**src/rtl/pll_seq_pkg.sv**
```systemverilog
// Shared types and helpers for the PLL reset sequencer: state encoding,
// loss counter saturation value and the shared counter width function.
package pll_seq_pkg;

  typedef enum logic [2:0] {
    S_RESET  = 3'd0,
    S_WAIT   = 3'd1,
    S_STABLE = 3'd2,
    S_RUN    = 3'd3,
    S_FAIL   = 3'd4
  } state_e;

  localparam logic [7:0] LOSS_CNT_MAX = 8'hFF;

  // Width of the single counter that times RESET, WAIT and STABLE.
  function automatic int cnt_width(input int a, input int b, input int c);
    int m;
    m = (a > b) ? a : b;
    if (c > m) m = c;
    return $clog2(m) + 1;
  endfunction

endpackage

```
**src/rtl/pll_reset_sequencer_sync_2ff.sv**
```systemverilog
// Single-bit two-flop synchronizer for the asynchronous PLL lock signal.
module sync_2ff (
  input  logic refclk,
  input  logic rst,
  input  logic d,
  output logic q
);

  logic meta;

  always_ff @(posedge refclk) begin
    if (rst) begin
      meta <= 1'b0;
      q    <= 1'b0;
    end else begin
      meta <= d;
      q    <= meta;
    end
  end

endmodule

```
**src/rtl/pll_reset_sequencer.sv**
```systemverilog
// PLL reset / lock sequencer: holds the PLL in reset, waits for stable lock,
// then releases the system reset. Optional macro PLL_RESET_SEQ_LOSS_FILTER_EN
// debounces lock loss while running.
module pll_reset_sequencer
  import pll_seq_pkg::*;
#(
  parameter int RST_CYCLES     = 16,
  parameter int STABLE_CYCLES  = 1024,
  parameter int TIMEOUT_CYCLES = 50000,
  parameter int MAX_RETRIES    = 3,
  parameter int LOSS_FILTER    = 4
) (
  input  logic       refclk,
  input  logic       rst,
  input  logic       pll_locked,
  input  logic       relock_req,
  output logic       pll_rst,
  output logic       sys_reset,
  output logic       ready,
  output logic       fail,
  output logic [3:0] retry_cnt,
  output logic [7:0] loss_cnt
);

  localparam int CW = cnt_width(RST_CYCLES, STABLE_CYCLES, TIMEOUT_CYCLES);
  localparam logic [CW-1:0] RST_LAST     = CW'(RST_CYCLES - 1);
  localparam logic [CW-1:0] STABLE_LAST  = CW'(STABLE_CYCLES - 1);
  localparam logic [CW-1:0] TIMEOUT_LAST = CW'(TIMEOUT_CYCLES - 1);
  localparam logic [3:0]    RETRY_LIMIT  = 4'(MAX_RETRIES);

  if (RST_CYCLES < 1 || STABLE_CYCLES < 1 || TIMEOUT_CYCLES < 1 ||
      MAX_RETRIES < 1 || MAX_RETRIES > 15 || LOSS_FILTER < 1) begin : g_bad_params
    $error("pll_reset_sequencer: illegal parameter value");
  end

  state_e        state_q, state_d;
  logic [CW-1:0] cnt_q, cnt_d;
  logic [3:0]    retry_d;
  logic [7:0]    loss_d;
  logic          cnt_inc;
  logic          lk;
  logic          loss_event;

  sync_2ff u_lock_sync (
    .refclk (refclk),
    .rst    (rst),
    .d      (pll_locked),
    .q      (lk)
  );

`ifdef PLL_RESET_SEQ_LOSS_FILTER_EN
  localparam int FW = $clog2(LOSS_FILTER + 1);
  localparam logic [FW-1:0] FILT_LAST = FW'(LOSS_FILTER - 1);

  logic [FW-1:0] filt_q;

  assign loss_event = !lk && (filt_q == FILT_LAST);

  // Counts consecutive low lock samples in RUN; any high sample restarts it.
  always_ff @(posedge refclk) begin
    if (rst) begin
      filt_q <= '0;
    end else if (state_q == S_RUN && !lk && !loss_event) begin
      filt_q <= filt_q + FW'(1);
    end else begin
      filt_q <= '0;
    end
  end
`else
  assign loss_event = !lk;
`endif

  always_comb begin
    state_d = state_q;
    retry_d = retry_cnt;
    loss_d  = loss_cnt;
    cnt_inc = 1'b1;
    case (state_q)
      S_RESET: begin
        if (cnt_q == RST_LAST) state_d = S_WAIT;
      end
      S_WAIT: begin
        if (lk) begin
          state_d = S_STABLE;
        end else if (cnt_q == TIMEOUT_LAST) begin
          retry_d = retry_cnt + 4'd1;
          state_d = (retry_d == RETRY_LIMIT) ? S_FAIL : S_RESET;
        end
      end
      S_STABLE: begin
        if (!lk) begin
          state_d = S_WAIT;
        end else if (cnt_q == STABLE_LAST) begin
          state_d = S_RUN;
          retry_d = 4'd0;
        end
      end
      S_RUN: begin
        cnt_inc = 1'b0;
        if (loss_event) begin
          state_d = S_RESET;
          if (loss_cnt != LOSS_CNT_MAX) loss_d = loss_cnt + 8'd1;
        end
      end
      S_FAIL: begin
        cnt_inc = 1'b0;
      end
      default: begin
        state_d = S_RESET;
      end
    endcase
    // A relock request restarts the whole sequence but never counts as a loss.
    if (relock_req) begin
      state_d = S_RESET;
      retry_d = 4'd0;
      loss_d  = loss_cnt;
    end
    if (state_d != state_q || relock_req) cnt_d = '0;
    else                                  cnt_d = cnt_q + CW'(cnt_inc);
  end

  // Outputs are decoded from the next state so they move with the state.
  always_ff @(posedge refclk) begin
    if (rst) begin
      state_q   <= S_RESET;
      cnt_q     <= '0;
      retry_cnt <= 4'd0;
      loss_cnt  <= 8'd0;
      pll_rst   <= 1'b1;
      sys_reset <= 1'b1;
      ready     <= 1'b0;
      fail      <= 1'b0;
    end else begin
      state_q   <= state_d;
      cnt_q     <= cnt_d;
      retry_cnt <= retry_d;
      loss_cnt  <= loss_d;
      pll_rst   <= (state_d == S_RESET) || (state_d == S_FAIL);
      sys_reset <= (state_d != S_RUN);
      ready     <= (state_d == S_RUN);
      fail      <= (state_d == S_FAIL);
    end
  end

endmodule

```
**config.mk**
```make
export PLATFORM = sky130hd
export DESIGN_NAME = pll_reset_sequencer
export DESIGN_NICKNAME = d
export VERILOG_FILES = /design/src/rtl/pll_seq_pkg.sv /design/src/rtl/pll_reset_sequencer_sync_2ff.sv /design/src/rtl/pll_reset_sequencer.sv
export SDC_FILE = /design/constraint.sdc
export NUM_CORES = 1
export LEC_CHECK = 0
export CORE_MARGIN = 10
export CORE_UTILIZATION = 50
export CTS_CLUSTER_SIZE = 24
export DETAILED_ROUTE_END_ITERATION = 8
export GPL_TIMING_DRIVEN = 0
export PLACE_DENSITY = 0.71
export RECOVER_POWER = 50
export SETUP_SLACK_MARGIN = 0.2
export SLEW_MARGIN = 10
export SYNTH_ARGS = -nofsm -noshare
export SYNTH_HDL_FRONTEND = slang
export SYNTH_HIERARCHICAL = 1
export SYNTH_SLANG_ARGS = --single-unit
```
**constraint.sdc**
```tcl
create_clock -name refclk -period 6.5 [get_ports refclk]
set_clock_uncertainty 0.05 [all_clocks]
set_input_delay 1.3 -clock refclk [delete_from_list [all_inputs] [get_ports refclk]]
set_output_delay 1.3 -clock refclk [all_outputs]
set_load 0.03 [all_outputs]
```
# Word-level counts from Yosys, hierarchy flattened
# Cells that the tools add are included.
# Widths: inputs -> output; s select.
# classes
mux	15
bitwise	2
n_reduce_logical	10
n_addsub	3
n_eq_ne	17
# op_table
operator	n
$mux 3	8
$add 17x1->17	1
$eq 17x10->1 const B	1
$eq 17x16->1 const B	1
$eq 17x4->1 const B	1
$mux 4	4
$pmux 3 s5	1
$eq 3x2->1 const B	3
$add 8x1->8 const B	1
$ne 8x8->1 const B	1
$pmux 4 s2	1
$eq 3x3->1 const B	2
$logic_not 3->1	2
$ne 2x2->1 const B	3
$reduce_or 2->1	3
$reduce_and 5->1	1
$add 4x1->4 const B	1
$eq 4x2->1 const B	1
$reduce_and 4->1	1
$eq 3x1->1 const B	1
$ne 3x2->1 const B	1
$ne 3x3->1	1
$logic_or 1x1->1	2
$ne 2x1->1 const B	1
other kinds (3)	4
# totals
in_bits	4
output_inout_bits	16
regBits	38
wordCells	57

# Depth between registers and ports, before layout
# Gate-level depths: netlist (run 1).
# depth
ltp_word	10
ltp_mapped	11
ltp_nobuf	10

# By module
# Netlist (run 1), hierarchy kept.
# by_module_without_submodules
mod	seq_area_each_um2	area_per_inst_um2	n_inst	cells_per_inst
pll_reset_sequencer	720.7	1984.4	1	234
sync_2ff	40.0	52.6	1	4

# Worst setup path after synthesis (run 1)
# No wires, ideal clock.
# synth_timing
path_kind	input port to flip-flop
start	input port rst
end	register cnt_q[15]
setup_time_ns	0.060
setup_slack_ns	3.950
arrival_time_ns	2.440
cell_stages	6
path_buffers	2
required_time_ns	6.390
cell_sequence	clkbuf_1 nor2_1 o311a_1 clkbuf_1 and2_1 a41o_1
# synth_via
elab_chain_cells	1
# synth_lines
element	line	source
from (decl)	pll_reset_sequencer.sv:14	input logic rst,
$reduce_or 2->1 (no line)	-	
to (signal assigned)	pll_reset_sequencer.sv:135	cnt_q <= cnt_d;
to (decl)	pll_reset_sequencer.sv:37	logic [CW-1:0] cnt_q, cnt_d;
# Every way passes these cells.
# A chain may end at the register's enable or synchronous reset.

# Worst setup path after layout (run 1)
# layout_timing
start	input port rst
end	register cnt_q[7]
# The elaborated chain is that of the path after synthesis.

==> results.md, run 1 <==
* Unique masters post-synth at 44
* Final Hold Viols at 0
* Die Wd at 83.8 um
* Ports at 20
* Share of cells above drive strength 1 at 5.28%
* Cell Rows at 23
* Met2 wire len at 2.06 mm
* Core area at 3970 um2
* Syn nets at 247
* DIE HEIGHT at 83.8 um
* CTS tree: yes
* P_sw at 0.0990 mW
* Mapped Cells at 238
* CP Launch Type: input port
* Combinational power share at 2.5%
* Crit path kind: input port to register
* Worst Hold Depth at 1
* Vias post-DR at 1779
* Input/output buffers at 19
* Critical path endpoint category: register
* Top Metal Used: met4
* Reg2Reg Depth at 7
* Peak VDD IR at 151 uV
* Metal1 wirelength at 2.13 mm
* Internal at 0.392 mW
* Maximum clock insertion buffer count at 2
* Metal3 WL at 338 um
* Synth top area share at 37.3%
* Tcrit/Tclk final at 51.2%
* Syn_area_per_cell at 8.56 um2
* Largest net degree at the start of global routing at 14
* Finished Core Util at 60.6%
* Clock transition at the registers of the reported paths at 0.08 ns
* Post-CTS Hold Fix Bufs at 0
* Die area at 7030 um2
* Slew @ Worst Pin at 1.02 ns
* Number of enable flip-flop cells after synthesis at 0
* Initial DRC count at 130
* Antenna violations before repair at 0
* Post-Syn Area at 2040 um2
* Drc violations at 0
* Top cells by area, synth: dfxtp_1 37%, nand4_1 6.1%, xor2_1 6.0%
* Post-synthesis sequential area ratio at 37.3%
* Final instance area at 2410 um2
* Initial Utilization at 51.3%
* P per Cell Area at 204 nW/um2
* Num CTS Buffers at 5
* Highest-count cells in the layout ignoring fill and taps: 38 x dfxtp_1, 28 x nand2_1, 20 x nor2_1, 20 x nand4_1, 14 x xor2_1
* Root buffer cell: clkbuf_8
* Vias per cell at 5.65
* Relative slew slack at 31.9%
* Seq cells post-synth at 38
* Mean routed wirelength per cell at 14.5 um
* Pre-antenna DRT Iters at 4
* Syn. warnings at 6
* Grt ovf at 0
* GPL Wtd Cong at 0.866
* Antenna fix cells at 0
* Placed insts at 307
* Post-layout net count at 273
* Commonest non-fill, non-tap cell in the layout: dfxtp_1
* Critical Path Fanout Max at 10
* CP arrival at 3.49 ns
* RSZ-0062 raised after global routing: no
* First-pass GRT wire length at 7.97 mm
* Count of cells resized by post-cts repair at 0
* Clock Sinks at 38
* Post-layout min period at 3.33 ns
* DP Area at 2290 um2
* # H-tree levels at 2
* Clk pwr share at 49.7%
* Synth Flop Type: dfxtp_1
* Leakage at 0.884 nW
* Routed WL at 4.58 mm
* Vias in the first global route at 1697
* Worst path required time at 6.66 ns
* Area leader, netlist: dfxtp_1
* Final Hold Slack at 0.403 ns
* Internal reg-to-reg setup slack at 3.81 ns
* Setup Viol. Count Final at 0
* Max-slew violation count at 0
* Pwr Total at 0.491 mW
* Worst-Skew Late Latency at 0.29 ns
* Setup_tns at 0 ns
* Share of flip-flops with an asynchronous set or reset at 0%
* Hold Path Class: register to register
* Total setup buffers inserted after CTS at 0
* Pre-CTS setup slack at 2.97 ns
* Final worst slack at 3.17 ns
* ANT nets after route at 0
* HPWL Detailed at 3.26 mm
* GRT Total Usage at 13.3%
* F_max at 0.300 GHz
* Non-filler instance count after layout at 315
* Maxcap violations at 0
* Share of total power in sequential cells at 47.8%
* Status: finished, final reports clean
* Switch share at 20.2%
* P&R area growth vs syn at 18.2%
==> cell type report <==
class,count,area (um2)
inverter,7,26.3
sequential,38,761
multi-input combinational,183,1180
timing repair buffer,19,190
buffer,10,48.8
fill,375,1560
clock inverter,3,68.8
tap,50,62.6
clock buffer,5,68.8
==> power by group through the flow <==
stage	clock network [mW]	logic, mW	registers [mW]
floorplan	0	0.00807	0.240
global placement	0	0.0126	0.240
detailed placement	0	0.0128	0.240
CTS	0.249	0.0128	0.235
global route	0.258	0.0136	0.235
finish	0.244	0.0122	0.235
==> worst max-delay path: stages <==
cell,delay (ns)
dlygate4sd3_1,0.57
clkbuf_1,0.24
nor2_1,0.30
o311a_1,0.21
clkbuf_1,0.36
nand2_1,0.30
o22ai_1,0.21
==> worst paths after layout <==
| kind | end | startpoint |
|---|---|---|
| max | cnt_q[7] | rst |
| min | u_lock_sync/q | u_lock_sync/meta |
| max reg2reg | cnt_q[8] | state_q[2] |
| min reg2reg | u_lock_sync/q | u_lock_sync/meta |
==> cells in the mapped netlist, types with 2 or more instances <==
| library cell | count |
|---|---|
| and2_1 | 5 |
| a21oi_1 | 8 |
| ha_1 | 5 |
| nand4_1 | 20 |
| inv_1 | 7 |
| nor4_1 | 2 |
| or3_1 | 4 |
| nor2_1 | 20 |
| clkbuf_1 | 7 |
| and3_1 | 3 |
| nor2b_1 | 2 |
| xnor2_1 | 9 |
| nand2b_1 | 4 |
| o21ai_0 | 3 |
| mux2i_1 | 9 |
| nand3_1 | 11 |
| nand3b_1 | 3 |
| nand2_1 | 28 |
| dfxtp_1 | 38 |
| nor3_1 | 9 |
| xor2_1 | 14 |
| a41o_1 | 2 |
| o22ai_1 | 3 |
| and4_1 | 2 |
==> flip-flops by register name, summed over array words and instances, names as in the netlist <==
register,flops
ready,1
sys_reset,1
cnt_q,17
u_lock_sync/meta,1
state_q,3
loss_cnt,8
u_lock_sync/q,1
pll_rst,1
retry_cnt,4
fail,1
==> kinds of logic (layout without fill, tap and decap cells) <==
group / after synthesis / count (layout) / synth area share, %
DFF: 38 / 38 / 37.3
muxes: 9 / 9 / 4.42
buffers and inverters: 17 / 44 / 3.69
AOI/OAI and AO/OA: 26 / 26 / 10.0
adders and majority gates: 5 / 5 / 3.07
and+or+nand+nor: 120 / 120 / 31.6
xor gates and xnor gates: 23 / 23 / 9.89
==> routing by layer <==
metal	vias to the layer above	GRT usage, %
met1	817	17.2
met3	6	4.79
met2	45	19.9
met5	-	0
met4	0	4.41
li1	911	-
Note: power is estimated with default switching activity, not from simulation.
==> run 2, diff against run 1 <==
==> constraint.sdc (replaced) <==
create_clock -name refclk -period 3.42 [get_ports refclk]
set_clock_uncertainty 0.05 [all_clocks]
set_input_delay 0.684 -clock refclk [delete_from_list [all_inputs] [get_ports refclk]]
set_output_delay 0.684 -clock refclk [all_outputs]
set_load 0.03 [all_outputs]
==> run 2 against run 1 <==
Compared with the run above: combinational power is 96% higher; clock power rose by 91%; global-route usage unchanged; critical path depth is the same; flip-flop and latch count did not move; final area is essentially flat; register-to-register slack got worse by 3.0 ns; wire length increased by 0.70%; count of clock-buffer cells in the layout unchanged; cell count is the same; utilization about the same; critical endpoint unchanged; largest cell class unchanged.
==> results.md, run 2 (synthesis results as in run 1) <==
* Root buffer cell: clkbuf_8 (unchanged)
* Pwr Total at 0.936 mW (was 0.491 mW)
* Crit path from: rst (unchanged)
* Leakage at 0.891 nW (was 0.884 nW)
* DIE HEIGHT at 83.8 um (unchanged)
* Maximum clock insertion buffer count at 2 (unchanged)
* Combinational power share at 2.5% (about the same)
* F_max at 0.371 GHz
* Initial DRC count at 139 (was 130)
* Top Family by Delay on Critical Path: buffers and inverters (unchanged)
* Multi-input gate area at 1180 um2 (about the same)
* Critical path endpoint category: register (unchanged)
* CP Launch Type: input port (unchanged)
* Max FFs per register at 17 (unchanged)
* Total setup buffers inserted after CTS at 0 (unchanged)
* Register area at 761 um2 (unchanged)
* Commonest non-fill, non-tap cell in the layout: dfxtp_1 (unchanged)
* Num CTS Buffers at 5 (unchanged)
* Switch share at 20.4% (was 20.2%)
* Mean routed wirelength per cell at 14.7 um (was 14.5 um)
* Top Registers: cnt_q x17, loss_cnt x8, retry_cnt x4 (unchanged)
* Peak VDD IR at 287 uV (was 151 uV)
* Post-layout min period at 2.70 ns
* Die area at 7030 um2 (unchanged)
* Core area at 3970 um2 (unchanged)
* Highest-count cells in the layout ignoring fill and taps: 38 x dfxtp_1, 28 x nand2_1, 20 x nor2_1, 20 x nand4_1, 14 x xor2_1 (unchanged)
* Grt ovf at 0 (unchanged)
* Placed insts at 307 (unchanged)
* P per Cell Area at 388 nW/um2 (was 204 nW/um2)
* Routed WL at 4.62 mm (was 4.58 mm)
* Maxcap violations at 0 (unchanged)
* Slew @ Worst Pin at 0.770 ns (was 1.02 ns)
* CTS tree: yes (unchanged)
* Worst path required time at 3.58 ns (was 6.66 ns)
* # H-tree levels at 2 (unchanged)
* Fillers at 373 (was 375)
* CP arrival at 2.86 ns (was 3.49 ns)
* Input/output buffers at 19 (unchanged)
* Share of total power in sequential cells at 47.7% (was 47.8%)
* Post-CTS Hold Fix Bufs at 0 (unchanged)
* Clock Sinks at 38 (unchanged)
* Crit path kind: input port to register (unchanged)
* GRT Total Usage at 13.3% (unchanged)
* Count of cells resized by post-cts repair at 0 (unchanged)
* Critical Path, Cell by Cell: dlygate4sd3_1 -> clkbuf_1 -> nor2_1 -> o311a_1 -> clkbuf_1 -> nand2_1 -> o22ai_1 (unchanged)
* Drc violations at 0 (unchanged)
* Reg2Reg Depth at 11 (was 7)
* Clock transition at the registers of the reported paths at 0.08 ns (about the same)
* Initial Utilization at 51.3% (unchanged)
* Reg with most FFs: cnt_q (unchanged)
* FF-to-FF End: cnt_q[16] (was cnt_q[8])
* P&R area growth vs syn at 18.2% (about the same)
* Vias per cell at 5.71 (was 5.65)
* Antenna violations before repair at 0 (unchanged)
* Vias post-DR at 1799 (was 1779)
* Crit. path cell count at 7 (unchanged)
* Tcrit/Tclk final at 78.9%
* HPWL Detailed at 3.26 mm (unchanged)
* Pre-antenna DRT Iters at 4 (unchanged)
* Share of cells above drive strength 1 at 5.28% (unchanged)
* Internal at 0.745 mW (was 0.392 mW)
* Hold Path Class: register to register (unchanged)
* Post-layout net count at 273 (unchanged)
* ANT nets after route at 0 (unchanged)
* Ports at 20 (unchanged)
* Finished Core Util at 60.6% (about the same)
* Setup_tns at 0 ns (unchanged)
* Antenna fix cells at 0 (unchanged)
* RSZ-0062 raised after global routing: no (unchanged)
* Die Wd at 83.8 um (unchanged)
* CP endpoint: cnt_q[7] (unchanged)
* Critical Path Fanout Max at 10 (unchanged)
* Setup Viol. Count Final at 0 (unchanged)
* Most common cell on crit path: clkbuf_1 (unchanged)
* Final Hold Viols at 0 (unchanged)
* Vias in the first global route at 1697 (unchanged)
* Crit path buf inv count at 3 (unchanged)
* Max-slew violation count at 0 (unchanged)
* GPL Wtd Cong at 0.866 (unchanged)
* CP max stage delay at 0.57 ns (about the same)
* Critical Path Slowest Stage Cell: dlygate4sd3_1 (unchanged)
* First-pass GRT wire length at 7.97 mm (unchanged)
* Status: finished, final reports clean (unchanged)
* Largest net degree at the start of global routing at 14 (unchanged)
* P_sw at 0.190 mW (was 0.0990 mW)
* Clk pwr share at 49.8% (was 49.7%)
* Reg2reg start: state_q[0] (was state_q[2])
* Relative slew slack at 48.4% (was 31.9%)
* Non-filler instance count after layout at 315 (unchanged)
* Cell Rows at 23 (unchanged)
* Worst-Skew Late Latency at 0.29 ns (about the same)
* Internal reg-to-reg setup slack at 0.79 ns (was 3.81 ns)
## run 2: cell counts in the layout (fill, tap and decap cells not counted)
No cell type changed its count.
## run 2: worst min path at each step
stage	startpoint	endpoint	depth (start not counted)	slack (ns)
after floorplan	u_lock_sync/meta	u_lock_sync/q	1	0.36
after global placement	u_lock_sync/meta	u_lock_sync/q	1	0.39
after detailed placement	u_lock_sync/meta	u_lock_sync/q	1	0.39
after CTS	u_lock_sync/meta	u_lock_sync/q	1	0.41
after global routing	u_lock_sync/meta	u_lock_sync/q	1	0.42
final	u_lock_sync/meta	u_lock_sync/q	1	0.40
## run 2: area by class of cell
class | count | area share (%)
multi-input cells | 183 | 49.1
flip-flops and latches | 38 | 31.6
repair buffers | 19 | 7.90
clock buffers | 5 | 2.86
clock inverters | 3 | 2.86
well taps | 50 | 2.60
plain buffers | 10 | 2.03
inverters | 7 | 1.09
## run 2: power groups by stage
stage / Combinational, mW / Sequential [mW] / Clock (mW)
2_1_floorplan: 0.0153 / 0.456 / 0
3_3_place_gp: 0.0240 / 0.456 / 0
3_5_place_dp: 0.0243 / 0.457 / 0
4_1_cts: 0.0243 / 0.446 / 0.472
5_1_grt: 0.0266 / 0.446 / 0.491
6_report: 0.0239 / 0.446 / 0.466
## run 2: layer usage
| metal | track usage [%] | share of wire (%) | routed length (um) | vias to the layer above |
|---|---|---|---|---|
| met2 | 19.9 | 45 | 2080 | 44 |
| li1 | - | - | - | 908 |
| met3 | 4.79 | 6.7 | 311 | 7 |
| met4 | 4.41 | 1.2 | 55 | 0 |
| met5 | 0 | 0 | 0 | - |
| met1 | 17.2 | 47 | 2160 | 840 |
## run 2: through the flow
step           hold slack (ns)  setup slack (ns)  cell area, um2
2_1_floorplan            0.364              1.17            2040
3_3_place_gp             0.394             0.601            2290
3_5_place_dp             0.390             0.505            2290
4_1_cts                  0.409             0.776            2430
5_1_grt                  0.424             0.463            2410
6_report                 0.403             0.722            2410
